===== config.mk =====
export PLATFORM = sky130hd
export DESIGN_NAME = bp_update_scheduler
export DESIGN_NICKNAME = d
export VERILOG_FILES = /design/src/rtl/bp_update_scheduler_pkg.sv /design/src/rtl/bp_update_scheduler_compact.sv /design/src/rtl/bp_update_scheduler.sv
export SDC_FILE = /design/constraint.sdc
export NUM_CORES = 1
export LEC_CHECK = 0
export ABC_AREA = 1
export BUFFER_PORTS_ARGS = -buffer_cell sky130_fd_sc_hd__buf_2
export CORE_UTILIZATION = 30
export DETAILED_ROUTE_END_ITERATION = 6
export PLACE_DENSITY = 0.46
export SETUP_SLACK_MARGIN = 0.05
export SLEW_MARGIN = 10
export SYNTH_ARGS = -nofsm -noshare
export SYNTH_HDL_FRONTEND = slang
export SYNTH_SLANG_ARGS = --single-unit

===== constraint.sdc =====
create_clock -name clock -period 4.1 [get_ports clock]
set_clock_uncertainty 0.05 [all_clocks]
set_input_delay 0.41 -clock clock [delete_from_list [all_inputs] [get_ports clock]]
set_output_delay 0.41 -clock clock [all_outputs]
set_load 0.05 [all_outputs]

===== src/rtl/bp_update_scheduler_pkg.sv =====
// bp_update_scheduler_pkg: shared types for the branch-predictor update scheduler
`ifndef XLEN
`define XLEN 32
`endif
package bp_update_scheduler_pkg;
  localparam int BP_RES_WIDTH = 3;
  typedef struct packed {
    logic [`XLEN-1:0] pc;
    logic             direction;
    logic [`XLEN-1:0] target;
  } BP_UPD_PACKET;
  typedef enum logic [1:0] {BPU_RUN, BPU_DRAIN, BPU_HALTED} BPU_STATE;
endpackage


===== src/rtl/bp_update_scheduler_compact.sv =====
// bp_upd_compact: packs valid resolution slots (2 oldest) into queue offsets and limits them to free space
`ifndef XLEN
`define XLEN 32
`endif
module bp_upd_compact
  import bp_update_scheduler_pkg::*;
#(
  parameter int PTR_W = 3
) (
  input  logic [BP_RES_WIDTH-1:0]      en_i,
  input  logic                         accept_en_i,
  input  logic [PTR_W:0]               free_i,
  output logic [BP_RES_WIDTH-1:0][1:0] offset_o,
  output logic [BP_RES_WIDTH-1:0]      accept_o,
  output logic [1:0]                   acc_cnt_o,
  output logic                         drop_o
);
  always_comb begin
    offset_o[2] = 2'd0;
    offset_o[1] = {1'b0, en_i[2]};
    offset_o[0] = {1'b0, en_i[2]} + {1'b0, en_i[1]};
    for (int i = 0; i < BP_RES_WIDTH; i++)
      accept_o[i] = accept_en_i && en_i[i] && ((PTR_W+1)'(offset_o[i]) < free_i);
    acc_cnt_o = {1'b0, accept_o[2]} + {1'b0, accept_o[1]} + {1'b0, accept_o[0]};
    drop_o = accept_en_i && |(en_i & ~accept_o);
  end
endmodule


===== src/rtl/bp_update_scheduler.sv =====
// bp_update_scheduler: queues resolved branches in program order and drains one per cycle to the predictor
`ifndef XLEN
`define XLEN 32
`endif
module bp_update_scheduler
  import bp_update_scheduler_pkg::*;
#(
  parameter int DEPTH = 8,
  parameter int PTR_W = $clog2(DEPTH)
) (
  input  logic                    clock,
  input  logic                    reset,
  input  logic [2:0]              res_EN,
  input  logic [2:0][`XLEN-1:0]   res_pc,
  input  logic [2:0]              res_direction,
  input  logic [2:0][`XLEN-1:0]   res_target,
  input  logic                    update_hold,
  input  logic                    flush,
  input  logic                    halt_req,
  output logic                    update_EN,
  output logic [`XLEN-1:0]        update_pc,
  output logic                    update_direction,
  output logic [`XLEN-1:0]        update_target,
  output logic [PTR_W:0]          free_cnt,
  output logic                    res_stall,
  output logic                    overflow,
  output logic                    halt_ack
);
  BPU_STATE                       state_q, state_d;
  logic [PTR_W-1:0]               head_q, head_d, tail_q, tail_d;
  logic [PTR_W:0]                 count_q, count_d;
  logic                           en_q, en_d, overflow_q, overflow_d;
  BP_UPD_PACKET                   mem_q [DEPTH];
  BP_UPD_PACKET                   in_pkt [BP_RES_WIDTH];
  BP_UPD_PACKET                   out_q, out_d, head_pkt;
  logic [BP_RES_WIDTH-1:0][1:0]   offset;
  logic [BP_RES_WIDTH-1:0]        accept;
  logic [1:0]                     acc_cnt;
  logic                           drop, accept_en, deq;

  assign accept_en = (state_q == BPU_RUN) && !flush;

  bp_upd_compact #(.PTR_W(PTR_W)) u_compact (
    .en_i        (res_EN),
    .accept_en_i (accept_en),
    .free_i      (free_cnt),
    .offset_o    (offset),
    .accept_o    (accept),
    .acc_cnt_o   (acc_cnt),
    .drop_o      (drop)
  );

  // An empty queue forwards the oldest accepted slot straight into the output register.
  always_comb begin
    for (int i = 0; i < BP_RES_WIDTH; i++)
      in_pkt[i] = '{pc: res_pc[i], direction: res_direction[i], target: res_target[i]};
    head_pkt = (count_q != '0) ? mem_q[head_q] : in_pkt[res_EN[2] ? 2 : res_EN[1] ? 1 : 0];
    deq = (count_q != '0 || acc_cnt != 2'd0) && !update_hold && !flush && (state_q != BPU_HALTED);
    head_d = flush ? '0 : head_q + PTR_W'(deq);
    tail_d = flush ? '0 : tail_q + PTR_W'(acc_cnt);
    count_d = flush ? '0 : count_q + (PTR_W+1)'(acc_cnt) - (PTR_W+1)'(deq);
    en_d = (update_hold && !flush) ? en_q : deq;
    out_d = deq ? head_pkt : out_q;
    overflow_d = overflow_q | drop;
    state_d = (state_q == BPU_RUN) ? (halt_req ? BPU_DRAIN : BPU_RUN) :
              !halt_req ? BPU_RUN :
              (state_q == BPU_HALTED || flush || (count_q == '0 && !en_q)) ? BPU_HALTED : BPU_DRAIN;
  end

  always_ff @(posedge clock or posedge reset) begin
    if (reset) begin
      state_q    <= BPU_RUN;
      head_q     <= '0;
      tail_q     <= '0;
      count_q    <= '0;
      en_q       <= 1'b0;
      out_q      <= '0;
      overflow_q <= 1'b0;
    end else begin
      state_q    <= state_d;
      head_q     <= head_d;
      tail_q     <= tail_d;
      count_q    <= count_d;
      en_q       <= en_d;
      out_q      <= out_d;
      overflow_q <= overflow_d;
    end
  end

  always_ff @(posedge clock) begin
    for (int i = 0; i < BP_RES_WIDTH; i++)
      if (accept[i]) mem_q[tail_q + PTR_W'(offset[i])] <= in_pkt[i];
  end

  assign update_EN        = en_q;
  assign update_pc        = out_q.pc;
  assign update_direction = out_q.direction;
  assign update_target    = out_q.target;
  assign free_cnt         = (PTR_W+1)'(DEPTH) - count_q;
  assign res_stall        = free_cnt < (PTR_W+1)'(BP_RES_WIDTH);
  assign overflow         = overflow_q;
  assign halt_ack         = (state_q == BPU_HALTED);
endmodule


==> out/metrics.yaml <==
clock_tree:
  cts_num_sinks: 599
  cts_tree: "done"
  cts-root-buf: "clkbuf_16"
  clock_latency_ns: 0.67
  clockBufferDepth: 3
  cts_resized: 0
  numCtsBuffers: 80
  cts.clk_slew.worst_paths_ns: 0.06
  htreeDepth: 3
cells_and_area:
  fin_cells: 7237
  drive_above_1_share_pct: 11.5
  final_nets: 5631
  final_util_pct: 35.0
  syn_to_final_growth_pct: 15.1
  fin_area_um2: 46100
  final_common_cell: "nand2_1"
  layout_common_cells: "1603 x nand2_1, 946 x nand3_1, 526 x nand4_1"
  nFillCells: 13768
worst_setup_path:
  crit_arrival_ns: 4.14
  max_stage_delay_ns: 0.53
  ff2ff_setup_slack_ns: 0.43
  cp_max_fo: 4
  crit_start: "count_q[1]"
  reg2reg_to: "count_q[2]"
  critical-path-slowest-cell: "fa_1"
  start_kind: "flip-flop"
  worstSetupPathType: "reg -> reg"
  r2r_cells: 19
  crit_chain: "inv_1, ha_2, inv_1, ha_1, a21oi_1, nand3b_1, nand2_1, inv_1, fa_1, inv_1, nand3_1, nand3_4, inv_4, nand2_1, nand2_1, ha_1, fa_1, xnor2_1, nor2_1"
  cp-end-kind: "flip-flop"
  crit_path_frequent_cell: "inv_1"
  r2r-start: "count_q[1]"
  required_ns: 4.57
floorplanning:
  rows: 133
  fp.coreArea_um2: 132000
  initial_utilization_pct: 30.4
  dieArea_um2: 135000
  pin_count: 276
  dieWidth_um: 368
  die_h_um: 368
worst_hold_path:
  worstHoldPathType: "in -> reg"
  hold_start: "res_EN[0]"
  hold_end: "overflow"
  holdPathStages: 5
power_and_ir_drop:
  p_per_area_nw_per_um2: 569
  p_leak_nw: 19.1
  power.ir.vdd_worst_mv: 0.774
route:
  firstDrtPassIters: 6
  vias: 42168
  drtIter0Drc: 4983
  totalWireLength_um: 198000
  via_per_inst: 5.83
  ant_nets: 0
  route.detailed.drc: 0
  wl_per_cell_um: 27.4
global_routing:
  grt.overflow.total: 0
  grt_antenna_before_repair: 7
  grt_pass1_vias: 40091
  grt_max_degree: 185
  grt_use_total_pct: 28.4
  grt_pass1_wl_um: 287000
logic_synthesis:
  ys_seq_area_share_pct: 43.9
  synthTopCellsByArea: "edfxtp_1 39%, nand2_1 15%, nand3_1 12%, nand4_1 8.2%, dfrtp_1 4.9%"
  yosys.area.top_type: "edfxtp_1"
  syn_avg_cell_area_um2: 7.34
  ys_ff_latch: 599
  syn_area_um2: 40100
  syn_inst: 5459
  synth_cell_types: 34
  ys_warn_count: 0
  synthesis.nets: 5682
  synth_top_cell_area_share_pct: 39.0
sta:
  fin_crit_ns: 3.67
  grt_setup_unrepaired: "no"
  slew_viol_final: 0
  fin_crit_sh_pct: 89.5
  tightest_slew_ns: 1.22
  finalSetupTns_ns: 0
  hold_viol: 0
  relSlewSlack_pct: 18.4
  hold_slack_ns: 0.0680
  setup_violations: 0
  fmax_mhz: 273
placement:
  numPortBuffers: 275
  place.gp.congestion: 0.833
  place_hpwl_um: 112000
  dp.cells: 7079
  place_area_um2: 43500
run:
  drv_cap: 0
status:
  outcome: "finished, final reports clean"
## synth_stat cells
master and instances:
ha_1 16, o211ai_1 64, nor2_4 1, inv_1 142, nand3b_1 1, a21oi_1 168, nand2_1 1608, buf_6 4
buf_2 241, xnor2_1 2, inv_2 6, nor3b_1 1, inv_4 1, nand2_2 3, clkbuf_1 266, xor2_1 2
nor2_1 330, o21ai_0 324, nor2_8 1, o22ai_1 33, dfrtp_1 79, clkinv_1 64, edfxtp_1 520, buf_1 45
nand3_1 961, buf_4 37, o2bb2ai_1 1, xor2_2 1, fa_1 4, or2_4 1, nand3_2 3, nand3_4 1
nand4_1 526, nor3_1 2
## state kept, by name (all words and copies together), names as in the netlist
signal            flops
mem_q               520
head_q                3
update_direction      1
update_target        32
update_pc            32
count_q               4
update_EN             1
overflow              1
tail_q                3
state_q               2
## worst max-delay path by stage
| stage | to | slack, ns | cells after the start |
|---|---|---|---|
| floorplan | count_q[1] | 0.12 | 20 |
| global route | count_q[2] | 0.22 | 19 |
| global placement | count_q[2] | 0.47 | 19 |
| detailed placement | count_q[2] | 0.46 | 19 |
| finish | count_q[2] | 0.43 | 19 |
| CTS | count_q[2] | 0.42 | 19 |
## per-stage QoR
| stage | worst slack [ns] | power, W |
|---|---|---|
| floorplan | 0.121 | 0.0150 |
| CTS | 0.420 | 0.0262 |
| detailed placement | 0.455 | 0.0191 |
| global route | 0.221 | 0.0272 |
| global placement | 0.467 | 0.0190 |
| finish | 0.432 | 0.0263 |
## metal layers
metal | share of wire, % | up-vias | GRT usage, %
met4 | 3.6 | 0 | 10.8
met5 | 0 | - | 0
met3 | 9.1 | 420 | 4.31
met2 | 45 | 2409 | 44.5
met1 | 42 | 20449 | 39.3
li1 | - | 18890 | -
## worst max-delay path, delay by kind of cell, from the launching register on
kind / cells / cell delay (ns)
adder cells (fa/ha/maj): 5 / 1.82
AND/OR/NAND/NOR: 7 / 0.77
buffers and inverters: 5 / 0.36
flip-flops: 1 / 0.34
XOR/XNOR: 1 / 0.17
AO/OA/AOI/OAI: 1 / 0.06
## area by class of cell
cell class,count,area (um^2),share of cell area [%]
Tap cell,1755,2200,4.76
Sequential cell,599,17600,38.2
Multi-Input combinational cell,4054,19400,42.0
Antenna cell,6,15.0,0.0325
Timing Repair Buffer,460,3570,7.74
Inverter,213,835,1.81
Clock buffer,113,2280,4.95
Clock inverter,37,273,0.591
## where the power goes
part           internal, W  switching [W]
registers          0.00779       0.000413
clock network      0.00412        0.00297
logic              0.00231        0.00867
## kinds of logic (layout without fill, tap and decap cells)
family,Yosys count,in the layout,synth area share [%]
compound gates,590,590,7.88
simple gates,3439,3439,38.7
other cells,0,6,0
buf+inv,806,823,8.73
xor+xnor,5,5,0.128
flops,599,599,43.9
fa+ha+maj,20,20,0.699
## repair_timing
| item | CTS | global route |
|---|---|---|
| setup buffers | 0 | 0 |
| hold endpoints to repair | 44 | 0 |
| hold buffers | 2 | 0 |
| endpoints found under the setup margin | 0 | 0 |
Power figures use the tool's default switching activity.
